$ cat config.mk
export PLATFORM = sky130hd
export DESIGN_NAME = fifo_blk_ctrl
export DESIGN_NICKNAME = d
export VERILOG_FILES = /design/src/rtl/fifo_blk_pkg.sv /design/src/rtl/fifo_blk_ctrl.sv
export SDC_FILE = /design/constraint.sdc
export NUM_CORES = 1
export LEC_CHECK = 0
export ABC_AREA = 1
export ABC_CLOCK_PERIOD_IN_PS = 6850
export CORE_MARGIN = 1
export CORE_UTILIZATION = 55
export DETAILED_ROUTE_END_ITERATION = 16
export PLACE_DENSITY_LB_ADDON = 0.1
export SETUP_SLACK_MARGIN = 0.05
export SLEW_MARGIN = 20
export SYNTH_ARGS = -nofsm -noshare
export SYNTH_HDL_FRONTEND = slang
export SYNTH_SLANG_ARGS = --single-unit
$ cat constraint.sdc
create_clock -name clk -period 6.85 [get_ports clk]
set_clock_uncertainty 0.15 [all_clocks]
set_input_delay 1.0275 -clock clk [delete_from_list [all_inputs] [get_ports clk]]
set_output_delay 1.0275 -clock clk [all_outputs]
set_load 0.005 [all_outputs]
$ cat src/rtl/fifo_blk_pkg.sv
// Shared definitions for the block-RAM FIFO controller: depth helper and
// the occupancy encoding of the two-entry output stage.
package fifo_blk_pkg;

  typedef enum logic [1:0] {
    EMPTY = 2'd0,
    ONE   = 2'd1,
    TWO   = 2'd2
  } occ_t;

  function automatic int unsigned depth_of(input int unsigned aw);
    return 32'd1 << aw;
  endfunction

endpackage

$ cat src/rtl/fifo_blk_ctrl.sv
// FIFO controller around an external dual-port RAM with a head/skid output stage.
// Optional level/almost_full reporting is built when FIFO_BLK_CTRL_LEVEL_EN is defined.
module fifo_blk_ctrl
  import fifo_blk_pkg::*;
#(
  parameter int DATAWIDTH = 8,
  parameter int ADDRWIDTH = 9,
  parameter int AF_LEVEL  = depth_of(ADDRWIDTH) - 4
) (
  input  logic                 clk,
  input  logic                 reset_l,
  input  logic [DATAWIDTH-1:0] in_data,
  input  logic                 in_valid,
  output logic                 in_ready,
  output logic [DATAWIDTH-1:0] out_data,
  output logic                 out_valid,
  input  logic                 out_ready,
  output logic [DATAWIDTH-1:0] ram_wr_data,
  output logic [ADDRWIDTH-1:0] ram_wr_addr,
  output logic                 ram_we,
  output logic [ADDRWIDTH-1:0] ram_rd_addr,
  input  logic [DATAWIDTH-1:0] ram_rd_data
`ifdef FIFO_BLK_CTRL_LEVEL_EN
  ,
  output logic [ADDRWIDTH+1:0] level,
  output logic                 almost_full
`endif
);

  localparam int unsigned      DEPTH    = depth_of(ADDRWIDTH);
  localparam logic [ADDRWIDTH:0] FULL_CNT = (ADDRWIDTH+1)'(DEPTH);

  logic [ADDRWIDTH-1:0] wr_ptr;
  logic [ADDRWIDTH-1:0] rd_ptr;
  logic [ADDRWIDTH:0]   ram_cnt;
  logic [ADDRWIDTH:0]   ram_cnt_nxt;
  logic                 rd_pend;
  logic                 rd_en;
  logic                 push;
  logic                 pop;
  occ_t                 occ;
  occ_t                 occ_nxt;
  logic [DATAWIDTH-1:0] head_nxt;
  logic [DATAWIDTH-1:0] skid_p2;
  logic [DATAWIDTH-1:0] skid_nxt;

  function automatic logic [1:0] occ_count(input occ_t o);
    case (o)
      ONE:     return 2'd1;
      TWO:     return 2'd2;
      default: return 2'd0;
    endcase
  endfunction

  assign push        = in_valid & in_ready;
  assign pop         = out_valid & out_ready;
  assign ram_wr_data = in_data;
  assign ram_wr_addr = wr_ptr;
  assign ram_we      = push;
  assign ram_rd_addr = rd_ptr;

  // Stage 0: read issue; only fetch when the output stage has room for it.
  assign rd_en = (ram_cnt != '0) &&
                 (({1'b0, occ_count(occ)} + {2'b00, rd_pend}) < (3'd2 + {2'b00, pop}));

  assign ram_cnt_nxt = ram_cnt + {{ADDRWIDTH{1'b0}}, push} - {{ADDRWIDTH{1'b0}}, rd_en};

  // Stage 2: capture returning RAM data into head, or skid when head is held.
  always_comb begin
    occ_nxt  = occ;
    head_nxt = out_data;
    skid_nxt = skid_p2;
    case (occ)
      EMPTY: begin
        if (rd_pend) begin
          head_nxt = ram_rd_data;
          occ_nxt  = ONE;
        end
      end
      ONE: begin
        if (pop && rd_pend) begin
          head_nxt = ram_rd_data;
        end else if (pop) begin
          occ_nxt = EMPTY;
        end else if (rd_pend) begin
          skid_nxt = ram_rd_data;
          occ_nxt  = TWO;
        end
      end
      TWO: begin
        if (pop) begin
          head_nxt = skid_p2;
          if (rd_pend) skid_nxt = ram_rd_data;
          else         occ_nxt  = ONE;
        end
      end
      default: occ_nxt = EMPTY;
    endcase
  end

  always_ff @(posedge clk or negedge reset_l) begin
    if (!reset_l) begin
      wr_ptr    <= '0;
      rd_ptr    <= '0;
      ram_cnt   <= '0;
      rd_pend   <= 1'b0;
      occ       <= EMPTY;
      out_valid <= 1'b0;
      out_data  <= '0;
      in_ready  <= 1'b0;
    end else begin
      if (push)  wr_ptr <= wr_ptr + 1'b1;
      if (rd_en) rd_ptr <= rd_ptr + 1'b1;
      ram_cnt   <= ram_cnt_nxt;
      rd_pend   <= rd_en;
      occ       <= occ_nxt;
      out_valid <= (occ_nxt != EMPTY);
      out_data  <= head_nxt;
      in_ready  <= (ram_cnt_nxt != FULL_CNT);
    end
  end

  // Skid contents are qualified by occ, so they need no reset.
  always_ff @(posedge clk) begin
    skid_p2 <= skid_nxt;
  end

`ifdef FIFO_BLK_CTRL_LEVEL_EN
  localparam logic [ADDRWIDTH+1:0] AF_THR = (ADDRWIDTH+2)'(AF_LEVEL);

  logic [ADDRWIDTH+1:0] level_nxt;

  assign level_nxt = {1'b0, ram_cnt_nxt} + {{(ADDRWIDTH+1){1'b0}}, rd_en} +
                     {{ADDRWIDTH{1'b0}}, occ_count(occ_nxt)};

  always_ff @(posedge clk or negedge reset_l) begin
    if (!reset_l) begin
      level       <= '0;
      almost_full <= 1'b0;
    end else begin
      level       <= level_nxt;
      almost_full <= (level_nxt >= AF_THR);
    end
  end
`endif

endmodule
* Word level (Yosys, flattened, before mapping) *
Index checks and enable logic that the tools add are counted.

word-level totals
  bits of input ports = 20
  word-level logic and storage cells = 52
  flip-flop bits (word level) = 49
  output and inout bits = 37

cells by class
  multiplexer cells = 17
  equal/unequal tests = 8
  bitwise operators = 2
  reductions and logical operators = 9
  magnitude comparators = 1
  add/sub/neg operators = 6

operator list
  cell                                                                    count
  8-bit 2-to-1 mux                                                        7
  8-bit one-hot mux with 3 select lines                                   1
  9-bit by 1-bit adder with 9-bit output (second input constant)          2
  8-bit one-hot mux with 2 select lines                                   1
  2-bit 2-to-1 mux                                                        6
  10-bit by 1-bit adder with 10-bit output                                1
  10-bit inequality test (second input constant)                          1
  2-bit inequality test (second input constant)                           5
  10-bit nonzero test                                                     1
  10-bit by 1-bit subtractor with 10-bit output                           1
  4-bit AND reduction                                                     2
  2-bit one-hot mux with 3 select lines                                   1
  2-bit one-hot mux with 2 select lines                                   1
  2-bit nonzero test                                                      2
  2-bit by 1-bit adder with 3-bit output                                  1
  2-bit by 1-bit adder with 3-bit output (first input constant)           1
  3-bit less-than comparator                                              1
  3-bit nonzero test                                                      1
  1-bit bitwise AND                                                       2
  2-bit by 1-bit equality test with 1-bit output (second input constant)  1
  2-bit equality test (second input constant)                             1
  1-bit logical AND                                                       2
  2-bit zero test                                                         1

* Longest topological paths before layout *
Gate-level depths: netlist (run 1).

  word-level depth = 7
  mapped depth = 22

* Worst setup path before layout (run 1) *
OpenSTA, ideal clock, no wires.

  kind = input -> register
  start point = input out_ready
  end point = register in_ready
  buffers on the path = 0
  setup time = 0.129 ns
  slack = 3.407 ns
  cell stages on the path = 19
  arrival time = 3.164 ns
  data required time = 6.571 ns
  cells stage by stage = nand2_1 > o21ai_0 > nand3_1 > inv_1 > ha_1 > inv_1 > ha_1 > inv_1 > fa_1 > inv_1 > nand2_1 > nand2_1 > nand2_1 > nand2_1 > nand2_1 > nor2_1 > nand2_1 > nor2_1 > nand3_1

between the ends
  cells in the longest elaborated chain, start to end = 6

RTL lines
  what                                           RTL line              source
  start, declared                                fifo_blk_ctrl.sv:17   input logic out_ready,
  1-bit bitwise AND                              fifo_blk_ctrl.sv:56   assign pop = out_valid & out_ready;
  2-bit by 1-bit adder with 3-bit output         fifo_blk_ctrl.sv:64   (({1'b0, occ_count(occ)} + {2'b00, rd_pend}) < (3'd2 + {2'b00, pop}));
  3-bit less-than comparator                     fifo_blk_ctrl.sv:64
  1-bit logical AND                              fifo_blk_ctrl.sv:63   assign rd_en = (ram_cnt != '0) &&
  net rd_en                                      fifo_blk_ctrl.sv:38   logic rd_en;
  10-bit by 1-bit subtractor with 10-bit output  fifo_blk_ctrl.sv:66   assign ram_cnt_nxt = ram_cnt + {{ADDRWIDTH{1'b0}}, push} - {{ADDRWIDTH{1'b0}}, rd_en};
  net ram_cnt_nxt[4]                             fifo_blk_ctrl.sv:36   logic [ADDRWIDTH:0] ram_cnt_nxt;
  10-bit inequality test                         fifo_blk_ctrl.sv:119  in_ready <= (ram_cnt_nxt != FULL_CNT);
  end signal, assigned                           fifo_blk_ctrl.sv:119
  end, declared                                  fifo_blk_ctrl.sv:14   output logic in_ready,

The timed path passes the listed nets, and every way through them passes these cells.
A chain may end at the register's enable or synchronous reset.

* Final worst setup path (run 1) *
Ends and elaborated chain as after synthesis.

==> results.sh, run 1 <==
export IMPL_synth_largest_area_cell="dfrtp_1"
export IMPL_cp_max_fo=7
export IMPL_rsz0062_at_grt="no"
export IMPL_ant_nets=0
export IMPL_path_buf_inv=5
export IMPL_drt_vias_per_instance=4.977
export IMPL_r2r_cells=22
export IMPL_r2r_end="in_ready$_DFF_PN0_"
export IMPL_cts_max_level=2
export IMPL_cts_root_buf="clkbuf_8"
export IMPL_cts_resized=0
export IMPL_diodes=0
export IMPL_vias=1946
export IMPL_cts_tree="yes"
export IMPL_drc_errors=8
export IMPL_path_clk_slew_ns=0.09
export IMPL_slowest_stage="clkdlybuf4s50_1"
export IMPL_vdd_drop_max_mv=0.3324
export IMPL_end_kind="flop"
export IMPL_max_clock_path_buffers=2
export IMPL_fin_cells=391
export IMPL_cts_buffers=5
export IMPL_groute_usage_overall_pct=21.18
export IMPL_ys_ff_latch=49
export IMPL_area_growth_syn_to_layout_pct=18.05
export IMPL_fmax_ghz=0.2550
export IMPL_cp_startpoint="out_ready"
export IMPL_slew_headroom_pct=40.06
export IMPL_pwr_share_seq_pct=31.9
export IMPL_grt_pass1_wl_mm=8.438
export IMPL_hold_ws_ns=0.3243
export IMPL_power_leakage_uw=0.001558
export IMPL_period_share_pct=57.24
export IMPL_dieArea_mm2=0.005069
export IMPL_yosys_top_cells_area="dfrtp_1 39%, nand2_1 12%, edfxtp_1 9.1%"
export IMPL_hold_buffers=0
export IMPL_finish_utilization_pct=69.49
export IMPL_rrSetupSlack_ns=3.33
export IMPL_critical_path_top_delay_family="simple AND/OR/NAND/NOR gates"
export IMPL_synth_top_cell_area_share_pct=38.95
export IMPL_firstDrtPassIters=11
export IMPL_hold_class="reg -> reg"
export IMPL_cp_start_kind="input port"
export IMPL_drive_above_1_share_pct=4.720
export IMPL_ys_seq_area_share_pct=48.08
export IMPL_clkPwrFrac_pct=9.8
export IMPL_intPower_uw=933.3
export IMPL_yosys_warnings=0
export IMPL_row_count=24
export IMPL_core_mm2=0.004474
export IMPL_die_h_um=71.20
export IMPL_fin_nets=377
export IMPL_slew_violations=0
export IMPL_timing_setup_tns_ns=0
export IMPL_grt_pass1_vias=1950
export IMPL_drt_wl_total_mm=4.793
export IMPL_critPathMaxStageDelay_ns=0.47
export IMPL_p_sw_share_pct=44.35
export IMPL_combinationalPowerShare_pct=58.3
export IMPL_netlist_area_mm2=0.002634
export IMPL_grt_overflow=0
export IMPL_p_per_area_mw_per_mm2=539.4
export IMPL_syn_avg_cell_area_um2=8.779
export IMPL_clock_sinks=49
export IMPL_crit_path_cell_trace="clkdlybuf4s50_1 > nand2_1 > o21ai_0 > nand3_1 > inv_1 > ha_1 > inv_1 > ha_1 > inv_1 > fa_1 > inv_1 > nand2_1 > nand2_1 > nand2_1 > nand2_1 > nand2_1 > nor2_1 > nand2_1 > nor2_1 > nand3_1"
export IMPL_post_place_cells=383
export IMPL_cp_endpoint="in_ready$_DFF_PN0_"
export IMPL_initial_utilization_pct=58.86
export IMPL_hp_start="ram_wr_addr[8]$_DFFE_PN0P_"
export IMPL_synthCells=300
export IMPL_setup_violations=0
export IMPL_p_switching_uw=743.8
export IMPL_drv_cap=0
export IMPL_antenna_found_initial=0
export IMPL_worst_setup_path_type="in -> reg"
export IMPL_cp_arrival_ns=3.95
export IMPL_die_width_um=71.20
export IMPL_io_pins=57
export IMPL_place_hpwl_mm=3.679
export IMPL_crit_top_cell="nand2_1"
export IMPL_cp_required_ns=6.88
export IMPL_ys_types=25
export IMPL_grt_max_degree=42
export IMPL_violations="design-rule violations"
export IMPL_cp_depth=20
export IMPL_drt_iter0_markers=107
export IMPL_timing_rr_start="occ[0]$_DFF_PN0_"
export IMPL_avgRoutedWirePerCell_um=12.26
export IMPL_io_buffers=40
export IMPL_worstMarginPinSlew_ns=0.8990
export IMPL_gp_congestion=0.8695
export IMPL_post_cts_buffers=0
export IMPL_outcome="complete, but fails checks"
export IMPL_insertion_delay_ns=0.29
export IMPL_fin_crit_ns=3.921
export IMPL_hold_violations=0
export IMPL_syn_num_nets=339
[per-stage QoR]
stage	worst slack (ns)	power (uW)	area, um2
floorplan	3.407	1214	2634
global placement	2.674	1484	3023
detailed placement	2.642	1516	3023
CTS	2.946	1686	3109
global route	2.576	1863	3109
finish	2.929	1677	3109
[routing by layer]
| layer | wire, um | track usage, % | part of all wire, % |
|---|---|---|---|
| met1 | 2256 | 27.54 | 47 |
| met2 | 2270 | 35.03 | 47 |
| met3 | 236 | 5.271 | 4.9 |
| met4 | 29 | 6.444 | 0.61 |
| met5 | 0 | 0 | 0 |
[layout make-up]
type | instances | area [um2]
clock buffers | 6 | 72.57
fillers | 360 | 1365
multi-input cells | 191 | 1100
inverters | 51 | 196.4
well taps | 52 | 65.06
clock inverters | 2 | 13.76
flip-flops and latches | 49 | 1266
repair buffers | 40 | 395.4
[power by group through the flow]
stage	clock [uW]	combinational (uW)	sequential (uW)
floorplan	0	682	532
global placement	0	947	537
detailed placement	0	973	543
CTS	169	980	537
global route	180	1130	553
finish	164	977	535
[placed cells by master, fill, tap and decap left out, types with 2 or more instances in the layout]
cell              n
nand2_1          83
nand3b_1          2
dfrtp_1          41
nor3_1            5
clkdlybuf4s50_1  39
edfxtp_1          8
nand4_1           3
a31oi_1           8
xnor2_1           7
inv_1            48
o21bai_1          2
inv_2             2
xor2_1           10
a21oi_1           6
nor2_1           26
ha_1             18
a31oi_2           2
nand3_1          14
clkbuf_8          5
[registers in the layout (all words and copies together) (netlist names)]
register and flops:
out_data 8, ram_rd_addr 9, rd_pend 1, occ 2, skid_p2 8, ram_cnt 10, out_valid 1, ram_wr_addr 9
in_ready 1
[Yosys cell counts (all sizes together)]
cell	n
a21oi	6
a31oi	10
buf	9
dfrtp	41
edfxtp	8
fa	1
ha	18
inv	51
nand2	83
nand3	14
nand3b	2
nand4	3
nor2	27
nor3	5
o21ai	2
o21bai	2
or2	1
xnor2	7
xor2	10
[worst register-to-register path: stages (launching register included)]
cell and delay [ns]:
dfrtp_1 0.48, inv_1 0.09, nor2_1 0.04, ha_1 0.18, ha_1 0.26, o21ai_0 0.07
nand3_1 0.25, inv_1 0.22, ha_1 0.25, inv_1 0.06, ha_1 0.17, inv_1 0.06
fa_1 0.38, inv_1 0.08, nand2_1 0.05, nand2_1 0.11, nand2_1 0.07, nand2_1 0.05
nand2_1 0.06, nor2_1 0.10, nand2_1 0.05, nor2_1 0.11, nand3_1 0.07
[cells by family (layout without fill, tap and decap cells)]
logic type / after synthesis / after routing / share of synthesized area (%)
AOI/OAI and AO/OA: 20 / 20 / 5.368
xor gates and xnor gates: 17 / 17 / 5.653
adders and majority gates: 19 / 19 / 9.311
buffers and inverters: 60 / 99 / 10.17
DFF: 49 / 49 / 48.08
and+or+nand+nor: 135 / 135 / 21.43
[worst min path at each step]
| stage | to | cells after the start |
|---|---|---|
| floorplan | ram_wr_addr[8]$_DFFE_PN0P_ | 1 |
| global placement | ram_wr_addr[8]$_DFFE_PN0P_ | 1 |
| detailed placement | ram_wr_addr[8]$_DFFE_PN0P_ | 1 |
| CTS | ram_wr_addr[8]$_DFFE_PN0P_ | 1 |
| global route | ram_wr_addr[8]$_DFFE_PN0P_ | 1 |
| finish | ram_wr_addr[8]$_DFFE_PN0P_ | 1 |
No activity file was read; power rests on OpenSTA's default activity.
==> inputs of run 2 (changes only) <==
--- a/config.mk
+++ b/config.mk
@@ -6,9 +6,9 @@
 export NUM_CORES = 1
 export LEC_CHECK = 0
 export ABC_AREA = 1
-export ABC_CLOCK_PERIOD_IN_PS = 6850
+export ABC_CLOCK_PERIOD_IN_PS = 3900
 export CORE_MARGIN = 1
-export CORE_UTILIZATION = 55
+export CORE_UTILIZATION = 51
 export DETAILED_ROUTE_END_ITERATION = 16
 export PLACE_DENSITY_LB_ADDON = 0.1
 export SETUP_SLACK_MARGIN = 0.05
==> constraint.sdc (replaced) <==
create_clock -name clk -period 3.9 [get_ports clk]
set_clock_uncertainty 0.15 [all_clocks]
set_input_delay 0.585 -clock clk [delete_from_list [all_inputs] [get_ports clk]]
set_output_delay 0.585 -clock clk [all_outputs]
set_load 0.005 [all_outputs]
==> results.sh, run 2 (synthesis results as in run 1) <==
export IMPL_rrSetupSlack_ns=0.55
export IMPL_grt_overflow=0
export IMPL_area_growth_syn_to_layout_pct=19.43
export IMPL_setup_violations=0
export IMPL_place_hpwl_mm=3.541
export IMPL_largest_register="ram_cnt"
export IMPL_dieArea_mm2=0.005455
export IMPL_drv_cap=0
export IMPL_layout_commonest_cell="nand2_1"
export IMPL_ant_nets=0
export IMPL_drt_vias_per_instance=4.740
export IMPL_cp_required_ns=3.94
export IMPL_io_pins=57
export IMPL_path_clk_slew_ns=0.09
export IMPL_r2r_end="in_ready$_DFF_PN0_"
export IMPL_groute_usage_overall_pct=19.44
export IMPL_outcome="finished, final reports clean"
export IMPL_row_count=25
export IMPL_die_h_um=73.86
export IMPL_cp_start_kind="flop"
export IMPL_drt_wl_total_mm=4.596
export IMPL_die_width_um=73.86
export IMPL_finalInstanceArea_mm2=0.003146
export IMPL_diodes=0
export IMPL_grt_pass1_wl_mm=7.997
export IMPL_post_place_cells=399
export IMPL_hold_buffers=0
export IMPL_hold_violations=0
export IMPL_worst_setup_path_type="reg -> reg"
export IMPL_cp_max_fo=6
export IMPL_post_cts_buffers=0
export IMPL_worstMarginPinSlew_ns=0.8984
export IMPL_clock_sinks=49
export IMPL_fin_cells=407
export IMPL_dp_slack_ns=0.3238
export IMPL_hold_class="in -> async"
export IMPL_timing_rr_start="occ[0]$_DFF_PN0_"
export IMPL_cts_resized=0
export IMPL_period_share_pct=85.94
export IMPL_cp_arrival_ns=3.39
export IMPL_cts_tree="yes"
export IMPL_grt_max_degree=42
export IMPL_largest_reg_flops=10
export IMPL_cts_max_level=2
export IMPL_drive_above_1_share_pct=5.294
export IMPL_power_leakage_uw=0.001573
export IMPL_firstDrtPassIters=4
export IMPL_layout_setup_ws_ns=0.5483
export IMPL_final_cell_mix="83 x nand2_1, 48 x inv_1, 41 x dfrtp_1"
export IMPL_cts_root_buf="clkbuf_8"
export IMPL_insertion_delay_ns=0.30
export IMPL_end_kind="flop"
export IMPL_timing_setup_tns_ns=0
export IMPL_fin_nets=378
export IMPL_vias=1929
export IMPL_drt_iter0_markers=109
export IMPL_p_per_area_mw_per_mm2=939.5
export IMPL_r2r_cells=22
export IMPL_core_mm2=0.004848
export IMPL_antenna_found_initial=0
export IMPL_grt_pass1_vias=1812
export IMPL_cts_buffers=5
export IMPL_drc_errors=0
export IMPL_initial_utilization_pct=54.32
export IMPL_io_buffers=40
export IMPL_hold_ws_ns=0.2543
export IMPL_dpl_instance_area_mm2=0.003049
export IMPL_vdd_drop_max_mv=0.5212
export IMPL_rsz0062_at_grt="no"
export IMPL_gp_congestion=0.8573
export IMPL_fmax_ghz=0.2984
export IMPL_slew_violations=0
export IMPL_slew_headroom_pct=40.11
export IMPL_avgRoutedWirePerCell_um=11.29
export IMPL_fillers=399
export IMPL_fin_crit_ns=3.352
export IMPL_max_clock_path_buffers=2
[run 2: cell types whose count changed in the layout (fill, tap and decap cells not counted), sizes merged]
| cell | previous run | this run |
|---|---|---|
| buf | 1 | 2 |
| clkinv | 0 | 2 |
| clkinvlp | 1 | 0 |
| inv | 52 | 51 |
[run 2: metrics by stage]
step	utilization, %	total power (uW)
finish	64.88	2955
global route	64.88	3294
CTS	64.88	2984
detailed placement	62.89	2669
global placement	62.89	2627
floorplan	-	2133
[run 2: how the worst max path moves through the flow]
stage               depth (start not counted)  slack, ns             start            endpoint
global route                               22       0.12  occ[0]$_DFF_PN0_  in_ready$_DFF_PN0_
finish                                     22       0.55  occ[0]$_DFF_PN0_  in_ready$_DFF_PN0_
floorplan                                  22       0.70  occ[0]$_DFF_PN0_  in_ready$_DFF_PN0_
CTS                                        22       0.53  occ[0]$_DFF_PN0_  in_ready$_DFF_PN0_
detailed placement                         20       0.32         out_ready  in_ready$_DFF_PN0_
global placement                           20       0.38         out_ready  in_ready$_DFF_PN0_
[run 2: final cells by class]
type	count	area (um2)	share of cell area, %
sequential	49	1266	40.25
tap	67	83.83	2.665
clock buffer	6	82.58	2.625
inverter	51	196.4	6.245
timing repair buffer	41	402.9	12.81
multi-input combinational	191	1100	34.96
clock inverter	2	13.76	0.4375
[run 2: worst max-delay path, stage by stage, from the launching register on]
cell	delay (ns)
dfrtp_1	0.48
inv_1	0.08
nor2_1	0.04
ha_1	0.18
ha_1	0.26
o21ai_0	0.07
nand3_1	0.13
inv_1	0.16
ha_1	0.26
inv_1	0.06
ha_1	0.17
inv_1	0.06
fa_1	0.37
inv_1	0.08
nand2_1	0.05
nand2_1	0.11
nand2_1	0.06
nand2_1	0.05
nand2_1	0.06
nor2_1	0.10
nand2_1	0.06
nor2_1	0.11
nand3_1	0.08
[run 2: where the power goes]
group | leakage [uW] | internal [uW] | total, uW | switching (uW)
Combinational | 0.000973 | 749 | 1710 | 958
Sequential | 0.000548 | 774 | 938 | 164
Clock | 0.0000512 | 144 | 311 | 167
Total | 0.00157 | 1670 | 2960 | 1290
[run 2: metal layers]
layer	track usage [%]	share of wire [%]	vias up
met5	0	0	-
met4	7.479	1.7	0
met3	3.841	4.1	10
met2	30.07	43	46
met1	26.93	51	856
li1	-	-	1017
==> inputs of run 3 (changes only) <==
--- a/config.mk
+++ b/config.mk
@@ -12,6 +12,7 @@
 export DETAILED_ROUTE_END_ITERATION = 16
 export PLACE_DENSITY_LB_ADDON = 0.1
 export SETUP_SLACK_MARGIN = 0.05
+export SKIP_LAST_GASP = 1
 export SLEW_MARGIN = 20
 export SYNTH_ARGS = -nofsm -noshare
 export SYNTH_HDL_FRONTEND = slang
==> results of run 3 <==
Final layout, timing and power as in run 2 (identical DEF).
==> RTL edit 1 (config.mk and constraints of run 2) <==
Add a define of `FIFO_BLK_CTRL_LEVEL_EN`.
--- a/src/rtl/fifo_blk_ctrl.sv
+++ b/src/rtl/fifo_blk_ctrl.sv
@@ -2,2 +2,4 @@
 // Optional level/almost_full reporting is built when FIFO_BLK_CTRL_LEVEL_EN is defined.
+`define FIFO_BLK_CTRL_LEVEL_EN
+
 module fifo_blk_ctrl
Behaviour (old outputs only; new: almost_full and level): unchanged (Yosys induction, for registers that start in step).
==> RTL edit 1 against run 2 <==
- routed wire length increased by 38%
- die area up 24%
- cell area grew 33%
- global-route usage up 1.9 points
- sequential cell count grew 12
- worst setup slack got worse by 0.31 ns
- synthesized area up 25%
- non-clock buffer count grew 21
- hold slack got worse by 0.20 ns
- synthesized cell count rose by 22%
- critical path type unchanged
Power is not shown: default switching activity piles up to over one toggle a cycle in this logic, so the estimate is an artifact.
==> RTL edit 1: results <==
set metrics [dict create \
    worst_hold_slack_ns 0.0514 \
    yosys-top-cells-count "nand2_1, dfrtp_1, inv_1" \
    numCtsBuffers 9 \
    yosys.cell_types.count 33 \
    cts_htree_levels 3 \
    firstDrtPassIters 4 \
    status "finished, final reports clean" \
    drt_wl_total_mm 6.33 \
    post_route_cells_drive_above_1_share 0.162 \
    grt_max_degree 34 \
    cts-root-buf "clkbuf_8" \
    path_clk_slew_ns 0.07 \
    avgViaCountPerCell 4.92 \
    worstRegToRegCells 20 \
    grt_pass1_vias 2371 \
    synthCells 365 \
    cp_max_fo 4 \
    hold_buffers 0 \
    place_hpwl_mm 4.86 \
    antenna_found_initial 0 \
    place_inst 492 \
    synth_area_leaders "dfrtp_1, nand2_1, edfxtp_1" \
    num_antenna_cells 0 \
    yosysWarnings 0 \
    clk_latency_ns 0.34 \
    vias 2500 \
    max_stage_delay_ns 0.58 \
    syn_nets 407 \
    numPortBuffers 52 \
    drt_iter0_markers 122 \
    ys_async_sr_fraction 0.869 \
    grt.total_usage 0.214 \
    slew_headroom 0.677 \
    grt_pass1_wl_mm 10.6 \
    yosysSeqAreaShare 0.476 \
    crit_slowest_cell "fa_1" \
    place_congestion 0.834 \
    rrSetupSlack_ns 0.23 \
    nets 470 \
    rr_endpoint "almost_full" \
    crit_arrival_ns 3.79 \
]
==> RTL edit 1: cell types whose count changed after synthesis, moves of 4 or more <==
cell	change
nor2_1	+4
nand3_2	+6
nand2_2	+13
dfrtp_1	+12
nand3_1	+13
==> RTL edit 1: cell families (layout without fill, tap and decap cells) <==
logic type / Yosys count / after routing / synth area share
adders and majority gates: 22 / 22 / 0.0905
and+or+nand+nor: 176 / 176 / 0.257
DFF: 61 / 61 / 0.476
xor gates and xnor gates: 18 / 18 / 0.0479
buffers and inverters: 64 / 132 / 0.0836
AOI/OAI and AO/OA: 24 / 24 / 0.0448
==> RTL edit 1: worst max-delay path by stage <==
| stage | start | to | slack [ns] | cells after the start |
|---|---|---|---|---|
| after floorplan | occ[1] | almost_full | 0.25 | 21 |
| after global placement | out_ready | almost_full | 0.10 | 19 |
| after detailed placement | out_ready | almost_full | 0.02 | 19 |
| after CTS | occ[0] | almost_full | 0.16 | 21 |
| after global routing | occ[0] | almost_full | 0.03 | 21 |
| final | occ[0] | almost_full | 0.23 | 20 |
==> RTL edit 1: layout make-up <==
class | instances | area (µm²)
clock inverters | 6 | 86.3
multi-input cells | 240 | 1490
inverters | 54 | 203
flip-flops and latches | 61 | 1570
clock buffers | 10 | 138
well taps | 75 | 93.8
repair buffers | 62 | 591
fillers | 473 | 1890
==> RTL edit 1: routing by layer <==
layer / global-route usage / share of wire
met1: 0.263 / 0.45
met2: 0.352 / 0.50
met3: 0.0615 / 0.037
met4: 0.0860 / 0.015
met5: 0 / 0
==> RTL edit 1: per-stage QoR <==
stage / setup slack (ns) / instance area [µm²]
2_1_floorplan: 0.246 / 3290
3_3_place_gp: 0.105 / 3900
3_5_place_dp: 0.0218 / 3900
4_1_cts: 0.157 / 4130
5_1_grt: 0.0323 / 4170
6_report: 0.234 / 4170
==> RTL edit 1: repair_timing <==
| action | in CTS | in global routing |
|---|---|---|
| setup endpoints to repair | 0 | 2 |
| hold endpoints to repair | 0 | 0 |
| gates resized for setup | 0 | 10 |
==> RTL edit 2 (settings of run 2) <==
Without the edit above. Re-encode `occ_t` (3 values) as one-hot, 3 bits wide.
--- a/src/rtl/fifo_blk_pkg.sv
+++ b/src/rtl/fifo_blk_pkg.sv
@@ -4,6 +4,6 @@
 
-  typedef enum logic [1:0] {
-    EMPTY = 2'd0,
-    ONE   = 2'd1,
-    TWO   = 2'd2
+  typedef enum logic [2:0] {
+    EMPTY = 3'b001,
+    ONE   = 3'b010,
+    TWO   = 3'b100
   } occ_t;
Behaviour: no difference found for any inputs over 10 cycles, from zero or initial values and one cycle with reset_l low; not proved beyond that.
==> RTL edit 2 against run 2 <==
- cell count increased by 10%
- total power increased by 2.2%
- cell area increased by 5.7%
- synthesized area increased by 7.2%
- worst setup slack got worse by 0.15 ns
- sequential cell count increased by 1
- largest power group unchanged
- non-clock buffer count increased by 4
- routed wire length increased by 14%
- critical path depth decreased by 3
- critical path type unchanged
- sequential power about the same
==> RTL edit 2: results <==
set metrics [dict create \
    avgViaCountPerCell 4.69 \
    cts_htree_levels 2 \
    cts.sinks 50 \
    cts_resized 0 \
    nets 417 \
    met1_usage 0.246 \
    gr-usage-met2 0.341 \
    inv_count 57 \
    grt_max_degree 43 \
    syn_nets 377 \
    topRoutingLayerUsed "met4" \
    grt_use_met3 0.0395 \
    wl_met3_um 186 \
    p_leak_uw 0.00172 \
    max_stage_delay_ns 0.55 \
    crit_slowest_cell "dfstp_2" \
    post_route_cells_drive_above_1_share 0.0792 \
    drt_wl_total_mm 5.25 \
    final-nonclk-buf-share 0.130 \
    ir_worst_vdd_mv 0.514 \
    buffers 45 \
    dr_wl_met2_mm 2.53 \
    num_antenna_cells 0 \
    crit_arrival_ns 3.55 \
    yosys-top-cells-count "nand2_1, inv_1, dfrtp_1" \
    clock_cell_area_share 0.0267 \
    post-place-ws_ns 0.268 \
    cp_max_fo 4 \
    worstMarginPinSlew_ns 0.934 \
    firstDrtPassIters 5 \
    synth_area_leaders "dfrtp_1, nand2_1, edfxtp_1" \
    yosys.cell_types.count 31 \
    clockBufferCount 5 \
    drt_iter0_markers 86 \
    multi_input_area_um2 1210 \
    multi_input_area_share 0.364 \
    fill_cells 470 \
    wl_met1_mm 2.48 \
    grt_pass1_wl_mm 9.30 \
    status "finished, final reports clean" \
    place_hpwl_mm 3.94 \
    multi_input_cells 219 \
    seqCellArea_um2 1290 \
    dpl_cell_area_um2 3240 \
    yosysSeqAreaShare 0.458 \
    place_congestion 0.902 \
    grt.total_usage 0.198 \
]
[RTL edit 2: changes by cell type in the layout (fill, tap and decap cells not counted), moves of 2 or more]
cell and delta:
nor3_1 -5, nand2_2 +3, nand2_1 +20, buf_4 +4, nor2_1 +2, a31oi_1 -8
a21oi_1 -3, nand3_1 +9, inv_1 +8, a31oi_2 -2, o21ai_2 +8
[RTL edit 2: logic make-up (layout without fill, tap and decap cells)]
| family | Yosys count | count (layout) | share of synthesized area |
|---|---|---|---|
| AOI/OAI and AO/OA | 18 | 18 | 0.0496 |
| xor gates and xnor gates | 15 | 15 | 0.0465 |
| adders and majority gates | 19 | 19 | 0.0868 |
| buffers and inverters | 69 | 110 | 0.114 |
| DFF | 50 | 50 | 0.458 |
| and+or+nand+nor | 167 | 167 | 0.245 |
[RTL edit 2: power breakdown]
| part | leakage (µW) | switching [µW] | internal [µW] |
|---|---|---|---|
| registers | 0.000582 | 160 | 779 |
| logic | 0.00110 | 1010 | 760 |
| clock network | 0.0000422 | 181 | 127 |
| total | 0.00172 | 1350 | 1670 |
[RTL edit 2: final timing paths]
| kind | cells after the start | end | slack [ns] | startpoint |
|---|---|---|---|---|
| max reg2reg | 19 | in_ready | 0.40 | occ[0] |
| max | 19 | in_ready | 0.40 | occ[0] |
| min | 1 | out_valid | 0.26 | reset_l |
| min in group clk | 1 | ram_rd_addr[8] | 0.32 | ram_rd_addr[8] |
| min reg2reg | 1 | ram_rd_addr[8] | 0.32 | ram_rd_addr[8] |
| max in group asynchronous | 1 | ram_cnt[1] | 2.75 | reset_l |
[RTL edit 2: through the flow]
step                      power (µW)   util  std cells
after floorplan                 2220      -        338
after global placement          2690  0.622        441
after detailed placement        2730  0.622        441
after CTS                       3050  0.639        449
after global routing            3350  0.639        449
final                           3020  0.639        449
